<file path="config.mk">
export PLATFORM = sky130hd
export DESIGN_NAME = dram_line_cache_flat
export DESIGN_NICKNAME = d
export VERILOG_FILES = /design/src/rtl/dram_line_cache_if.sv /design/src/rtl/dram_line_cache.sv /design/src/flat_wrapper.sv
export SDC_FILE = /design/constraint.sdc
export NUM_CORES = 1
export LEC_CHECK = 0
export CAP_MARGIN = 20
export CORE_MARGIN = 1.5
export CORE_UTILIZATION = 55
export CTS_BUF_LIST = sky130_fd_sc_hd__clkbuf_4
export DETAILED_ROUTE_END_ITERATION = 16
export PLACE_DENSITY = 0.88
export SYNTH_ARGS = -nofsm -noshare
export SYNTH_HDL_FRONTEND = slang
export SYNTH_SLANG_ARGS = --single-unit
export TNS_END_PERCENT = 100
</file>
<file path="constraint.sdc">
create_clock -name clk -period 28 [get_ports clk]
set_input_delay 7 -clock clk [delete_from_list [all_inputs] [get_ports clk]]
set_output_delay 7 -clock clk [all_outputs]
set_load 0.02 [all_outputs]
</file>
<file path="src/rtl/dram_line_cache_if.sv">
// Single-word request/response bus shared by the OS side and the DRAM bridge
// side of dram_line_cache.
//   master : drives in_valid (1-cycle pulse), addr, r_wb (1=read), data_w;
//            receives out_valid (1-cycle completion pulse) and data_r.
//   slave  : the opposite direction.
interface dram_line_cache_if #(
    parameter int ADDR_W = 8,
    parameter int DATA_W = 64
);
    logic              in_valid;
    logic [ADDR_W-1:0] addr;
    logic              r_wb;
    logic [DATA_W-1:0] data_w;
    logic              out_valid;
    logic [DATA_W-1:0] data_r;

    modport master (
        output in_valid, addr, r_wb, data_w,
        input  out_valid, data_r
    );

    modport slave (
        input  in_valid, addr, r_wb, data_w,
        output out_valid, data_r
    );
endinterface

</file>
<file path="src/rtl/dram_line_cache.sv">
// Direct-mapped, write-through, write-allocate single-word cache between the
// OS controller and the DRAM bridge.
//   clk      : system clock, rising edge
//   rst_n    : asynchronous active-low reset
//   os_flush : one-cycle pulse, invalidates every line (honoured in IDLE only)
//   os_bus   : OS-side request bus (slave); read hits answer one cycle later
//   c_bus    : bridge-side bus (master); read misses and all writes go here
// hit_cnt is a saturating read-hit counter kept for hierarchical inspection.
module dram_line_cache #(
    parameter int ADDR_W = 8,
    parameter int DATA_W = 64,
    parameter int IDX_W  = 3
) (
    input  logic              clk,
    input  logic              rst_n,
    input  logic              os_flush,
    dram_line_cache_if.slave  os_bus,
    dram_line_cache_if.master c_bus
);
    localparam int LINES = 1 << IDX_W;
    localparam int TAG_W = ADDR_W - IDX_W;

    typedef enum logic [2:0] {
        IDLE,
        HIT_RESP,
        RD_ISSUE,
        RD_WAIT,
        WR_ISSUE,
        WR_WAIT,
        RESP
    } state_e;

    state_e state_q, state_d;

    logic [ADDR_W-1:0] addr_q,    addr_d;
    logic              r_wb_q,    r_wb_d;
    logic [DATA_W-1:0] wdata_q,   wdata_d;
    logic [DATA_W-1:0] resp_q,    resp_d;
    logic [LINES-1:0]  valid_q,   valid_d;
    logic [15:0]       hit_cnt,   hit_cnt_d;

    logic [DATA_W-1:0] data_ram [LINES];
    logic [TAG_W-1:0]  tag_ram  [LINES];

    logic              fill_en;
    logic [DATA_W-1:0] fill_data;

    logic [IDX_W-1:0]  req_idx;
    logic [TAG_W-1:0]  req_tag;
    logic              req_hit;
    logic [IDX_W-1:0]  lat_idx;

    logic              os_out_valid;
    logic [DATA_W-1:0] os_data_r;
    logic              c_in_valid;
    logic [ADDR_W-1:0] c_addr;
    logic              c_r_wb;
    logic [DATA_W-1:0] c_data_w;

    assign req_idx = os_bus.addr[IDX_W-1:0];
    assign req_tag = os_bus.addr[ADDR_W-1:IDX_W];
    assign req_hit = valid_q[req_idx] && (tag_ram[req_idx] == req_tag);
    assign lat_idx = addr_q[IDX_W-1:0];

    assign os_bus.out_valid = os_out_valid;
    assign os_bus.data_r    = os_data_r;
    assign c_bus.in_valid   = c_in_valid;
    assign c_bus.addr       = c_addr;
    assign c_bus.r_wb       = c_r_wb;
    assign c_bus.data_w     = c_data_w;

    always_comb begin
        state_d      = state_q;
        addr_d       = addr_q;
        r_wb_d       = r_wb_q;
        wdata_d      = wdata_q;
        resp_d       = resp_q;
        valid_d      = valid_q;
        hit_cnt_d    = hit_cnt;
        fill_en      = 1'b0;
        fill_data    = '0;
        os_out_valid = 1'b0;
        os_data_r    = '0;
        c_in_valid   = 1'b0;
        c_addr       = '0;
        c_r_wb       = 1'b0;
        c_data_w     = '0;

        unique case (state_q)
            IDLE: begin
                if (os_flush) begin
                    valid_d   = '0;
                    hit_cnt_d = '0;
                end
                if (os_bus.in_valid) begin
                    addr_d  = os_bus.addr;
                    r_wb_d  = os_bus.r_wb;
                    wdata_d = os_bus.data_w;
                    if (!os_bus.r_wb) begin
                        state_d = WR_ISSUE;
                    end else if (req_hit && !os_flush) begin
                        // The line cannot change before HIT_RESP, so the hit
                        // data is captured now and replayed from resp_q.
                        state_d = HIT_RESP;
                        resp_d  = data_ram[req_idx];
                        if (hit_cnt != '1) begin
                            hit_cnt_d = hit_cnt + 16'd1;
                        end
                    end else begin
                        // A same-cycle flush invalidates first, so this misses.
                        state_d = RD_ISSUE;
                    end
                end
            end
            HIT_RESP, RESP: begin
                os_out_valid = 1'b1;
                os_data_r    = resp_q;
                state_d      = IDLE;
            end
            RD_ISSUE: begin
                c_in_valid = 1'b1;
                c_r_wb     = 1'b1;
                c_addr     = addr_q;
                state_d    = RD_WAIT;
            end
            RD_WAIT: begin
                if (c_bus.out_valid) begin
                    fill_en          = 1'b1;
                    fill_data        = c_bus.data_r;
                    resp_d           = c_bus.data_r;
                    valid_d[lat_idx] = 1'b1;
                    state_d          = RESP;
                end
            end
            WR_ISSUE: begin
                c_in_valid = 1'b1;
                c_addr     = addr_q;
                c_data_w   = wdata_q;
                state_d    = WR_WAIT;
            end
            WR_WAIT: begin
                // Line is allocated only once the bridge confirms the write.
                if (c_bus.out_valid) begin
                    fill_en          = 1'b1;
                    fill_data        = wdata_q;
                    resp_d           = '0;
                    valid_d[lat_idx] = 1'b1;
                    state_d          = RESP;
                end
            end
            default: state_d = IDLE;
        endcase
    end

    always_ff @(posedge clk or negedge rst_n) begin
        if (!rst_n) begin
            state_q <= IDLE;
            addr_q  <= '0;
            r_wb_q  <= 1'b0;
            wdata_q <= '0;
            resp_q  <= '0;
            valid_q <= '0;
            hit_cnt <= '0;
        end else begin
            state_q <= state_d;
            addr_q  <= addr_d;
            r_wb_q  <= r_wb_d;
            wdata_q <= wdata_d;
            resp_q  <= resp_d;
            valid_q <= valid_d;
            hit_cnt <= hit_cnt_d;
        end
    end

    // Tag/data storage carries no reset; valid_q alone qualifies it.
    always_ff @(posedge clk) begin
        if (fill_en) begin
            data_ram[lat_idx] <= fill_data;
            tag_ram[lat_idx]  <= addr_q[ADDR_W-1:IDX_W];
        end
    end

endmodule

</file>
<file path="src/flat_wrapper.sv">
// flat-port wrapper written by rule: the top's interface ports become plain ports
module dram_line_cache_flat 
#(
    parameter int ADDR_W = 8,
    parameter int DATA_W = 64,
    parameter int IDX_W  = 3
)
  (clk, rst_n, os_flush, os_bus_in_valid, os_bus_addr, os_bus_r_wb, os_bus_data_w, os_bus_out_valid, os_bus_data_r, c_bus_in_valid, c_bus_addr, c_bus_r_wb, c_bus_data_w, c_bus_out_valid, c_bus_data_r);
  dram_line_cache_if #(.ADDR_W(ADDR_W), .DATA_W(DATA_W)) os_bus_i ();
  dram_line_cache_if #(.ADDR_W(ADDR_W), .DATA_W(DATA_W)) c_bus_i ();
  input  logic clk;
  input  logic rst_n;
  input  logic os_flush;
  input wire logic [$bits(os_bus_i.in_valid)-1:0] os_bus_in_valid;
  input wire logic [$bits(os_bus_i.addr)-1:0] os_bus_addr;
  input wire logic [$bits(os_bus_i.r_wb)-1:0] os_bus_r_wb;
  input wire logic [$bits(os_bus_i.data_w)-1:0] os_bus_data_w;
  output wire logic [$bits(os_bus_i.out_valid)-1:0] os_bus_out_valid;
  output wire logic [$bits(os_bus_i.data_r)-1:0] os_bus_data_r;
  output wire logic [$bits(c_bus_i.in_valid)-1:0] c_bus_in_valid;
  output wire logic [$bits(c_bus_i.addr)-1:0] c_bus_addr;
  output wire logic [$bits(c_bus_i.r_wb)-1:0] c_bus_r_wb;
  output wire logic [$bits(c_bus_i.data_w)-1:0] c_bus_data_w;
  input wire logic [$bits(c_bus_i.out_valid)-1:0] c_bus_out_valid;
  input wire logic [$bits(c_bus_i.data_r)-1:0] c_bus_data_r;
  assign os_bus_i.in_valid = os_bus_in_valid;
  assign os_bus_i.addr = os_bus_addr;
  assign os_bus_i.r_wb = os_bus_r_wb;
  assign os_bus_i.data_w = os_bus_data_w;
  assign os_bus_out_valid = os_bus_i.out_valid;
  assign os_bus_data_r = os_bus_i.data_r;
  assign c_bus_in_valid = c_bus_i.in_valid;
  assign c_bus_addr = c_bus_i.addr;
  assign c_bus_r_wb = c_bus_i.r_wb;
  assign c_bus_data_w = c_bus_i.data_w;
  assign c_bus_i.out_valid = c_bus_out_valid;
  assign c_bus_i.data_r = c_bus_data_r;
  dram_line_cache #(.ADDR_W(ADDR_W), .DATA_W(DATA_W), .IDX_W(IDX_W)) u_core (.clk(clk), .rst_n(rst_n), .os_flush(os_flush), .os_bus(os_bus_i), .c_bus(c_bus_i));
endmodule
</file>
=== After elaboration in Yosys (flattened, before gate mapping) ===
Memories as Yosys holds them, arrays and structs flattened.
Index checks and enable logic that the tools add are counted.

* Multiplexer cells: 31
* Bitwise logic cells: 1
* Reduce and logical (&&, ||, !) cells: 14
* Magnitude comparators: 3
* Equality and inequality tests: 14

{| class="wikitable"
|+ Operators with widths
! cell !! count
|-
| 64-bit 2-to-1 mux || 9
|-
| 64-bit case mux with 3 select lines || 1
|-
| 64-bit case mux with 2 select lines || 1
|-
| 8-bit 2-to-1 mux || 3
|-
| 8-bit case mux with 2 select lines || 1
|-
| 3-bit case mux with 4 select lines || 1
|-
| 2-bit inequality test, second input constant || 5
|-
| 3-bit equality test, second input constant || 3
|-
| 1-bit 2-to-1 mux || 9
|-
| 3-bit 2-to-1 mux || 3
|-
| 3-bit by 4-bit < comparator with 1-bit output, second input constant || 2
|-
| 8-bit bitwise OR || 1
|-
| 3-bit by 2-bit equality test with 1-bit output, second input constant || 2
|-
| 6-bit AND reduction || 1
|-
| 2-bit OR reduction || 3
|-
| 5-bit equality test || 1
|-
| 2-bit by 1-bit inequality test with 1-bit output, second input constant || 2
|-
| 2-bit AND reduction || 2
|-
| 1-bit binary-select mux with 3-bit select || 1
|-
| 1-bit demux with 3-bit select || 1
|-
| 3-bit by 1-bit equality test with 1-bit output, second input constant || 1
|-
| 3-bit by 1-bit greater-or-equal comparator with 1-bit output, second input constant || 1
|-
| 1-bit logical AND || 3
|-
| 3-bit logical NOT || 1
|-
| other kinds (5) || 5
|}

* RAM bits: 552
* Output and inout bits: 139
* Word-level logic and storage cells: 70
* Memories: 2
* Bits of input ports: 142
* Flip-flop bits (word level): 147

{| class="wikitable"
|+ Memory list
! name !! words !! bits a word !! read ports !! clocked after memory_dff !! write ports !! line !! RTL
|-
| u_core.data_ram || 8 || 64 || 1 || 0 || 1 || dram_line_cache.sv:42 || <nowiki>logic [DATA_W-1:0] data_ram [LINES];</nowiki>
|-
| u_core.tag_ram || 8 || 5 || 1 || 0 || 1 || dram_line_cache.sv:43 || <nowiki>logic [TAG_W-1:0] tag_ram [LINES];</nowiki>
|}

=== Depth between registers and ports, before layout ===
* Depth after elaboration: 8
* Depth in mapped cells: 9
* Depth with buffers taken out: 6

=== Worst setup path before layout ===
No wires, ideal clock.

* Path kind: input to register
* From: input c_bus_out_valid
* To: memory u_core.data_ram[2][0] (enable)
* Setup slack: 12827 ps
* Arrival: 14479 ps
* Buffers on the path: 0
* Data required time: 27306 ps
* Library setup time: 694 ps
* Stages on the path: 3
* Cells stage by stage: nand2_1 -> a21o_1 -> nor4b_1

* Word-level cells in the longest chain between the ends: 4

{| class="wikitable"
|+ RTL lines
! item !! line !! RTL
|-
| start, declared || flat_wrapper.sv:24 || <nowiki>input wire logic [$bits(c_bus_i.out_valid)-1:0] c_bus_out_valid;</nowiki>
|-
| 1-bit 2-to-1 mux || dram_line_cache.sv:127, dram_line_cache.sv:143 ||
|-
| 1-bit 2-to-1 mux || - ||
|-
| 1-bit 2-to-1 mux || dram_line_cache.sv:177 || <nowiki>if (fill_en) begin</nowiki>
|-
| 1-bit 2-to-1 mux (not written as such) || dram_line_cache.sv:178 || <nowiki>data_ram[lat_idx] <= fill_data;</nowiki>
|-
| end, declared || dram_line_cache.sv:42 ||
|}

Every way passes these cells.

=== Worst setup path after layout ===
* From: register u_core.state_q[1]
* To: output os_bus_data_r[29]

* Word-level cells in the longest chain between the ends: 3
* Elaborated cells on any way between the ends: 4
* Those cells by class: eq/ne (2); mux (1); reduce/logical (1)

{| class="wikitable"
|+ RTL lines
! item !! line !! RTL
|-
| start, declared || dram_line_cache.sv:33 || <nowiki>state_e state_q, state_d;</nowiki>
|-
| start signal, assigned || dram_line_cache.sv:165 || <nowiki>state_q <= state_d;</nowiki>
|-
| 3-bit by 1-bit equality test with 1-bit output or 3-bit equality test (tied branches) || dram_line_cache.sv:89 || <nowiki>unique case (state_q)</nowiki>
|-
| 2-bit OR reduction (*) || dram_line_cache.sv:89 ||
|-
| 64-bit 2-to-1 mux (*) || dram_line_cache.sv:89 ||
|-
| end, declared || flat_wrapper.sv:19 || <nowiki>output wire logic [$bits(os_bus_i.data_r)-1:0] os_bus_data_r;</nowiki>
|}

Every way passes the cells marked *; elsewhere a longest branch is shown, timed or not.

==> flow_summary.yaml <==
synthesis:
  synth_area_leader_cell: "edfxtp_1"
  synth_nets: 1754
  ys.flop_type: "edfxtp_1"
  avgSynthCellArea_sq_um: 17.6
  yosys-top-cells-count: "edfxtp_1 (552), nand2_1 (201), dfrtp_1 (147), mux4_2 (135), mux2_2 (130)"
  synth_most_common_cell: "edfxtp_1"
  ys_seq_area_share_pct: 71.3
  yosysTopAreaCellShare_pct: 58.3
  ys_async_sr_fraction_pct: 21.0
  synthTopCellsByArea: "edfxtp_1 (58%), dfrtp_1 (13%), mux4_2 (11%)"
  postSynthCellCount: 1612
  synth_seq_cells: 699
  syn_area_sq_um: 28400
  ys_types: 34
  yosys_warnings: 0
  synth-edff-count: 552
worst_setup_path:
  critPathCaptureType: "output pin"
  cp_max_fo: 39
  startpoint: "u_core.state_q[1]"
  worst_setup_path_start_kind: "flip-flop"
  slowest_stage: "o21ai_4"
  path_buf_inv: 2
  timing.rr.start: "u_core.state_q[2]"
  arrival_ns: 3.68
  crit_chain: "nand2_1 > o21ai_4 > buf_4 > and2_1 > clkdlybuf4s50_1"
  cp.required_ns: 21.00
  worstSetupPathType: "reg -> out"
  slowest_delay_ns: 0.67
  cp_top_family: "buffers and inverters"
sta:
  rsz0062_at_grt: "false"
  worst_pin_slew_ns: 1.13
  relSlewSlack_pct: 23.9
  timing.final.ws_setup_ns: 17.32
  timing.hold.ws_ns: 0.493
  slew_violations: 0
  period_needed_ns: 10.68
  tns_ns: 0
  period_share_pct: 38.1
  setup_viol: 0
  clock-skew-final_ns: 0.0689
  max_clock_freq_ghz: 0.0937
  hold_viol_final: 0
final_layout:
  post-route-util_pct: 67.3
  nets: 2139
  syn2layout_area_growth_pct: 21.3
  final_cells: 2828
  drive_gt1_share_pct: 28.8
  stdcell_area_sq_um: 34500
placement:
  pre_cts_ws_ns: 16.59
  gp_congestion: 0.783
  io_buffer_count: 280
  hpwl_um: 39100
  dpl_cell_area_sq_um: 31900
  placedCellCount: 2497
global_route:
  grt_overflow: 0
  antenna_found_initial: 1
  grt_start_max_net_pins: 97
  grt_use_total_pct: 26.6
  grt_pass1_wl_um: 105000
  first_global_vias: 18100
floorplanning:
  dieWidth_um: 230
  io_pins: 281
  die-area_sq_um: 53000
  initial_core_util_pct: 55.5
  coreArea_sq_um: 51200
  fp.dieH_um: 230
  fp-row-count: 83
route:
  drtIter0Drc: 1536
  drc: 0
  num_vias: 16800
  vias_per_cell: 5.93
  routed_wl_um: 68800
  ant_nets: 0
  drtPass1Iterations: 7
  wl_per_cell_um: 24.3
clock_tree:
  cts_resized: 0
  cts_root_buf: "clkbuf_4"
  cts_tree: "yes"
  postCtsHoldBufs: 0
  cts_made_buffers: 175
  clockBufferDepth: 3
  clkSinkCount: 699
  insertion_delay_ns: 0.99
  cts_setup_buffers: 0
  clk_pin_slew_ns: 0.06
  cts-htree-levels: 4
power:
  power_switching_mw: 0.940
  finalPower_mw: 3.10
  p_int_mw: 2.16
  ir_drop_mv: 0.0498
  power_per_cell_area_nw_per_um2: 90.1
  power_frac_seq_pct: 45.9
  pwr-share-comb_pct: 24.2
  p_sw_share_pct: 30.3
  cellLeakagePower_nw: 12.5
  power_frac_clock_pct: 29.9
hold_path:
  min_path_type: "reg -> reg"
  hold_path.startpoint: "u_core.resp_q[26]"
flow_run:
  max_cap_viol_count: 0
status:
  status: "finished clean"
==> cell type report <==
class / instances / area [sq um]
clock buffers: 282 / 2120
well taps: 680 / 851
multi-input cells: 805 / 7770
diodes: 1 / 2.50
fillers: 3242 / 16700
flip-flops and latches: 699 / 20300
inverters: 3 / 11.3
clock inverters: 45 / 382
repair buffers: 313 / 3080
==> power by group through the flow <==
stage                     Clock, mW  Sequential (mW)  Combinational (mW)
final                         0.928             1.42               0.750
after global routing           1.00             1.44               0.801
after CTS                     0.947             1.42               0.751
after detailed placement          0             1.44               0.743
after global placement            0             1.43               0.712
after floorplan                   0             1.40               0.468
==> cell usage in the layout, fill, tap and decap left out, types with 5 or more instances in the layout <==
cell | netlist | final
edfxtp_1 | 552 | 552
clkbuf_4 | 0 | 284
clkdlybuf4s50_1 | 0 | 276
nand2_1 | 201 | 201
dfrtp_1 | 147 | 147
mux4_2 | 135 | 135
mux2_2 | 130 | 130
a21boi_0 | 64 | 64
and2_1 | 64 | 64
and3_1 | 64 | 64
a22oi_1 | 64 | 64
clkinv_1 | 0 | 29
buf_4 | 0 | 29
mux2i_1 | 21 | 21
nor2b_1 | 9 | 9
o21a_1 | 8 | 8
bufinv_16 | 0 | 7
mux2_1 | 6 | 6
xnor2_1 | 5 | 5
==> path summary, 6_finish.rpt <==
path,to,slack (ns),cells past startpoint
worst min-delay path,u_core.resp_q[26],0.49,1
max in group asynchronous,u_core.wdata_q[26],20.44,2
min in group asynchronous,u_core.resp_q[49],6.15,1
worst min register to register,u_core.resp_q[26],0.49,1
worst max-delay path,os_bus_data_r[29],17.32,5
worst max register to register,u_core.data_ram[4][29],24.26,6
==> logic make-up after synthesis <==
| logic type | share of synthesized area, % |
|---|---|
| xor+xnor | 0.154 |
| mux | 16.8 |
| simple gates | 6.13 |
| flops | 71.3 |
| buf+inv | 1.70 |
| compound gates | 3.90 |
==> routing by layer <==
metal  track usage [%]  vias up  routed length (um)
li1                  -     7156                   -
met1              33.2     8509               25700
met2              44.7      954               35500
met3              6.51      137                5730
met4              10.8        0                1890
met5                 0        -                   0
==> flip-flops by register name, indices dropped and copies added (netlist names) <==
signal,cells
u_core.valid_q,8
u_core.addr_q,8
u_core.tag_ram,40
u_core.wdata_q,64
u_core.state_q,3
u_core.resp_q,64
u_core.data_ram,512
Power figures use the tool's default switching activity.
